--- src/rtl/posit_shift_arbiter_pkg.sv ---
// Shared constants and types for the posit shift arbiter: default widths,
// requester count and the result-owner encoding.
package posit_shift_arbiter_pkg;

   localparam int POSIT_N = 16;
   localparam int POSIT_S = 4;
   localparam int NUM_REQ = 2;

   typedef enum logic {
      OWNER_0 = 1'b0,
      OWNER_1 = 1'b1
   } owner_e;

endpackage

--- src/rtl/posit_shl_sticky.sv ---
// Combinational logarithmic left shifter with sticky: each stage shifts by
// 2^i when amt_i[i] is set and ORs the bits it pushes out into sticky_o.
module posit_shl_sticky #(
   parameter int N = 16,
   parameter int S = 4
) (
   input  logic [N-1:0] data_i,
   input  logic [S-1:0] amt_i,
   output logic [N-1:0] data_o,
   output logic         sticky_o
);

   logic [N-1:0] v;
   logic         st;

   always_comb begin
      v  = data_i;
      st = 1'b0;
      for (int i = 0; i < S; i++) begin
         if (amt_i[i]) begin
            // A stage at least as wide as the word discards everything left.
            if ((1 << i) >= N) begin
               st = st | (|v);
               v  = '0;
            end else begin
               st = st | (|(v >> (N - (1 << i))));
               v  = v << (1 << i);
            end
         end
      end
   end

   assign data_o   = v;
   assign sticky_o = st;

endmodule

--- src/rtl/posit_shift_arbiter.sv ---
// Round-robin arbiter sharing one shift/sticky unit between two requesters,
// with a single registered result slot routed back to the granted requester.
module posit_shift_arbiter
   import posit_shift_arbiter_pkg::*;
#(
   parameter int N = POSIT_N,
   parameter int S = POSIT_S
) (
   input  logic         clk,
   input  logic         rst,
   input  logic         req0_valid,
   output logic         req0_ready,
   input  logic [N-1:0] req0_data,
   input  logic [S-1:0] req0_amt,
   input  logic         req1_valid,
   output logic         req1_ready,
   input  logic [N-1:0] req1_data,
   input  logic [S-1:0] req1_amt,
   output logic         rsp0_valid,
   input  logic         rsp0_ready,
   output logic [N-1:0] rsp0_data,
   output logic         rsp0_sticky,
   output logic         rsp1_valid,
   input  logic         rsp1_ready,
   output logic [N-1:0] rsp1_data,
   output logic         rsp1_sticky
);

   // Handshake: a transfer happens on a rising edge where valid and ready are
   // both high; requests stay valid with stable data until accepted.

   logic               out_valid_q, out_valid_d;
   owner_e             out_owner_q, out_owner_d;
   logic [N-1:0]       out_data_q, out_data_d;
   logic               out_sticky_q, out_sticky_d;
   owner_e             last_grant_q, last_grant_d;

   logic [NUM_REQ-1:0] req_valid;
   logic               owner_ready;
   logic               free;
   logic               fire;
   owner_e             grant;
   logic [N-1:0]       sel_data;
   logic [S-1:0]       sel_amt;
   logic [N-1:0]       shl_data;
   logic               shl_sticky;

   assign req_valid = {req1_valid, req0_valid};

   always_comb begin
      owner_ready = (out_owner_q == OWNER_1) ? rsp1_ready : rsp0_ready;
      free        = !out_valid_q || owner_ready;

      grant = OWNER_0;
      if (&req_valid) begin
         grant = (last_grant_q == OWNER_0) ? OWNER_1 : OWNER_0;
      end else if (req_valid[1]) begin
         grant = OWNER_1;
      end

      fire     = free && (|req_valid);
      sel_data = (grant == OWNER_1) ? req1_data : req0_data;
      sel_amt  = (grant == OWNER_1) ? req1_amt  : req0_amt;
   end

   assign req0_ready = free && (grant == OWNER_0);
   assign req1_ready = free && (grant == OWNER_1);

   posit_shl_sticky #(
      .N (N),
      .S (S)
   ) u_shl (
      .data_i   (sel_data),
      .amt_i    (sel_amt),
      .data_o   (shl_data),
      .sticky_o (shl_sticky)
   );

   always_comb begin
      out_valid_d  = out_valid_q;
      out_owner_d  = out_owner_q;
      out_data_d   = out_data_q;
      out_sticky_d = out_sticky_q;
      last_grant_d = last_grant_q;
      if (fire) begin
         out_valid_d  = 1'b1;
         out_owner_d  = grant;
         out_data_d   = shl_data;
         out_sticky_d = shl_sticky;
         last_grant_d = grant;
      end else if (free) begin
         out_valid_d = 1'b0;
      end
   end

   // last_grant resets to 1 so requester 0 wins the first tie.
   always_ff @(posedge clk or posedge rst) begin
      if (rst) begin
         out_valid_q  <= 1'b0;
         out_owner_q  <= OWNER_0;
         out_data_q   <= '0;
         out_sticky_q <= 1'b0;
         last_grant_q <= OWNER_1;
      end else begin
         out_valid_q  <= out_valid_d;
         out_owner_q  <= out_owner_d;
         out_data_q   <= out_data_d;
         out_sticky_q <= out_sticky_d;
         last_grant_q <= last_grant_d;
      end
   end

   assign rsp0_valid  = out_valid_q && (out_owner_q == OWNER_0);
   assign rsp1_valid  = out_valid_q && (out_owner_q == OWNER_1);
   assign rsp0_data   = out_data_q;
   assign rsp1_data   = out_data_q;
   assign rsp0_sticky = out_sticky_q;
   assign rsp1_sticky = out_sticky_q;

endmodule

--- config.mk ---
export PLATFORM = sky130hd
export DESIGN_NAME = posit_shift_arbiter
export DESIGN_NICKNAME = d
export VERILOG_FILES = /design/src/rtl/posit_shift_arbiter_pkg.sv /design/src/rtl/posit_shl_sticky.sv /design/src/rtl/posit_shift_arbiter.sv
export SDC_FILE = /design/constraint.sdc
export NUM_CORES = 1
export LEC_CHECK = 0
export CORE_ASPECT_RATIO = 0.6
export CORE_MARGIN = 8
export CORE_UTILIZATION = 40
export CTS_CLUSTER_DIAMETER = 200
export DETAILED_ROUTE_END_ITERATION = 7
export PLACE_DENSITY = 0.78
export SKIP_LAST_GASP = 1
export SLEW_MARGIN = 40
export SYNTH_ARGS = -nofsm -noshare
export SYNTH_HDL_FRONTEND = slang
export SYNTH_HIERARCHICAL = 1
export SYNTH_SLANG_ARGS = --single-unit
--- constraint.sdc ---
create_clock -name clk -period 2.7 [get_ports clk]
set_clock_uncertainty 0.15 [all_clocks]
set_input_delay 0.54 -clock clk [delete_from_list [all_inputs] [get_ports clk]]
set_output_delay 0.54 -clock clk [all_outputs]
set_load 0.02 [all_outputs]
==> results.md <==
- DP HPWL: between 5000 and 6000 µm
- Placement Rows: 20
- Ant diodes: 0
- Synth Area per Inst: ~9.8 µm²
- Relative slew slack: 0.657
- Hold wc startpoint: rsp0_data[13]
- M1 WL: ~3500 µm
- Syn. warnings: 6
- Boundary Pins: between 80 and 90
- Hold crit path type: register to register
- Seq cells post-synth: 20
- Synth Flop Type: dfrtp_1
- I/O Buffers: between 80 and 90
- Element type at the critical path end: register
- Peak supply drop: around 0.54 mV
- Routed wire length: about 7500 µm
- Most common cell in the netlist: mux2_2
- Clock share of power: 0.091
- Data arrival time of the worst path: roughly 2900 ps
- Vias: around 2100
- Die outline width: about 110 µm
- Lkg Pwr: roughly 1.6 nW
- Sequential share of power: 0.195
- Htree depth: 1
- Total power: 2.51 mW
- Clock root buffer: clkbuf_8
- CP max FO: 8
- RSZ-0062 raised after global routing: true
- Top cells by count, synth: 37 x mux2_2, 23 x mux2i_1, 23 x nor2_1
- Final core utilization: 0.708
- Crit path kind: register to register
- Cell Chain, Critical Path: a21boi_4 -> buf_6 -> mux2_4 -> buf_6 -> mux2_4 -> nor4b_4 -> nand4_1 -> a221o_1 -> mux2_4
- Starting DRT DRC Count: between 200 and 250
- Die Footprint: 0.00791 mm²
- Clock latency on the worst-skew pair: 260 ps
- Initial core utilization: 0.416
- CP delay by family, top: multiplexers
- Combinational Power Share: 0.714
- Worst-Margin Slew: about 510 ps
- Routed len/inst: roughly 19 µm
- GRT Util Overall: 0.170
- Highest clock rate: 350 MHz
- CP most frequent cell: mux2_4
- Worst-path clk slew: roughly 70 ps
- Met2 routed WL: approximately 3200 µm
- Layout cells sized above 1: 0.453
- # DRC: 0
- Syn Nets: ~260
- Area delta synth->final: 70.3%
- Gr ovfl total: 0
- Detail Route Antenna Nets: 0
- CTS tree: built
- Crit-path slowest cell: dfstp_2
- Post-synthesis async set-or-reset flop share: 1.00
- Post-Syn Instances: ~220
- Int Pwr: around 1.5 mW
- Die Y-Extent: 72.2 µm
- Failing checks: setup timing
- Sw Share: 0.396
- Worst stage delay on the critical path: between 500 and 600 ps
- Setup crit start: last_grant_q
- Pwr Density: approximately 700 mW/mm²
- Final Hold Fails: 0
- Final WS setup: -158 ps
- Drt first pass iters: 4
- Largest net degree at the start of global routing: 21
- Psw: roughly 1000 µW
- Unique masters post-synth: between 40 and 50
- Non-filler cells, final: 399
- Met3 WL: 665 µm
- Ranking of synthesized cells by area: dfrtp_1 23%, mux2_2 20%, mux2i_1 11%
- Core Box Area: just over 0.005 mm²
- Max Used Layer: met4
- CP required: about 2700 ps
- Mapped cell area: ~0.0021 mm²
- DP Cell Count: around 380
- CTS sink count: 20
- Initial antenna violation count: 0
- Max Root-Sink Buffers: 2
- First-pass GRT wire length: about 11000 µm
- Reg2Reg Launch Point: last_grant_q
- Post-synth EDFFs: 0
- Clock period minus worst slack: approximately 2900 ps
- Period utilization: 1.06
- Outcome: complete, but fails checks
- Total CTS buffers: 3
- Pins over their slew limit: 0
- GPL Wtd Cong: approximately 0.85
- Yosys top cell area share: 0.226
- Register area share after synthesis: 0.239
- Final setup viols: 7
- Max-cap violation count: 0
- Setup crit start kind: register
- Dpl ws: -821 ps
- Crit path buf inv count: 2
- Via/cell ratio: between 5 and 6
- Vias in the first global route: between 2000 and 2500
- Yosys top cell by area: dfrtp_1
- Layout Nets: 380
[power groups by stage]
| stage | logic, mW | registers (mW) | clock network (mW) |
|---|---|---|---|
| after CTS | 1.64 | 0.494 | 0.235 |
| after global routing | 1.89 | 0.507 | 0.252 |
| after global placement | 1.53 | 0.491 | 0 |
| after detailed placement | 1.55 | 0.495 | 0 |
| final | 1.79 | 0.491 | 0.229 |
| after floorplan | 0.870 | 0.588 | 0 |
[cells in the final DEF, fill, tap and decap left out, types with 5 or more instances in the layout]
cell type	netlist	routed
a21oi_1	8	5
buf_4	18	48
buf_6	2	8
clkdlybuf4s50_1	0	79
dfrtp_1	19	19
mux2_2	37	22
mux2_4	14	30
mux2i_1	23	11
mux2i_2	1	6
mux2i_4	0	7
nand2_1	6	6
nor2_1	23	20
nor3_1	9	8
[metal layers]
| layer | up-vias | global-route usage |
|---|---|---|
| li1 | 1002 | - |
| met1 | 1034 | 0.245 |
| met2 | 86 | 0.258 |
| met3 | 4 | 0.0389 |
| met4 | 0 | 0.0208 |
| met5 | - | 0 |
[worst register-to-register path, stage by stage (launching register included)]
cell	delay, ps
dfstp_2	560
a21boi_4	80
buf_6	130
mux2_4	380
buf_6	160
mux2_4	330
nor4b_4	270
nand4_1	120
a221o_1	310
mux2_4	260
[cells by family after synthesis]
kind of cell / share of synthesized area
flip-flops: 0.239
multiplexers: 0.414
AND/OR/NAND/NOR: 0.143
AO/OA/AOI/OAI: 0.0916
buffers and inverters: 0.113
[cell type report]
cell class              count  area [µm²]
flip-flops and latches     20         502
fillers                   344        1470
inverters                   4        17.5
well taps                  66        82.6
repair buffers            142        1320
clock buffers               4        55.1
multi-input cells         163        1610
[stage by stage]
step | cell area (µm²) | hold WS, ps | setup TNS (ps)
2_1_floorplan | 2130 | 353 | -272
3_3_place_gp | 3150 | 376 | -10120
3_5_place_dp | 3150 | 375 | -10950
4_1_cts | 3360 | 399 | -204
5_1_grt | 3580 | 421 | -1130
6_report | 3580 | 391 | -408
[path summary, 6_finish.rpt]
check	to	slack (ps)	cells after the start
worst max-delay path	rsp0_sticky	-160	9
worst min-delay path	rsp0_data[13]	390	1
worst max register to register	rsp0_sticky	-160	9
worst min register to register	rsp0_data[13]	390	1
max in group asynchronous	last_grant_q	1650	2
min in group asynchronous	rsp0_data[12]	430	2
[flip-flops by register name, summed over array words and instances (netlist names)]
register,cells
out_owner_q,1
out_valid_q,1
last_grant_q,1
rsp0_sticky,1
rsp0_data,16
[repair_timing]
action / CTS / global route
gates cloned: 1 / 0
gates resized for setup: 36 / 36
hold buffers: 0 / 0
hold endpoints to repair: 0 / 0
setup endpoints to repair: 19 / 14
pin swaps: 5 / 10
setup buffers: 8 / 10
(Power assumes the default switching activity.)
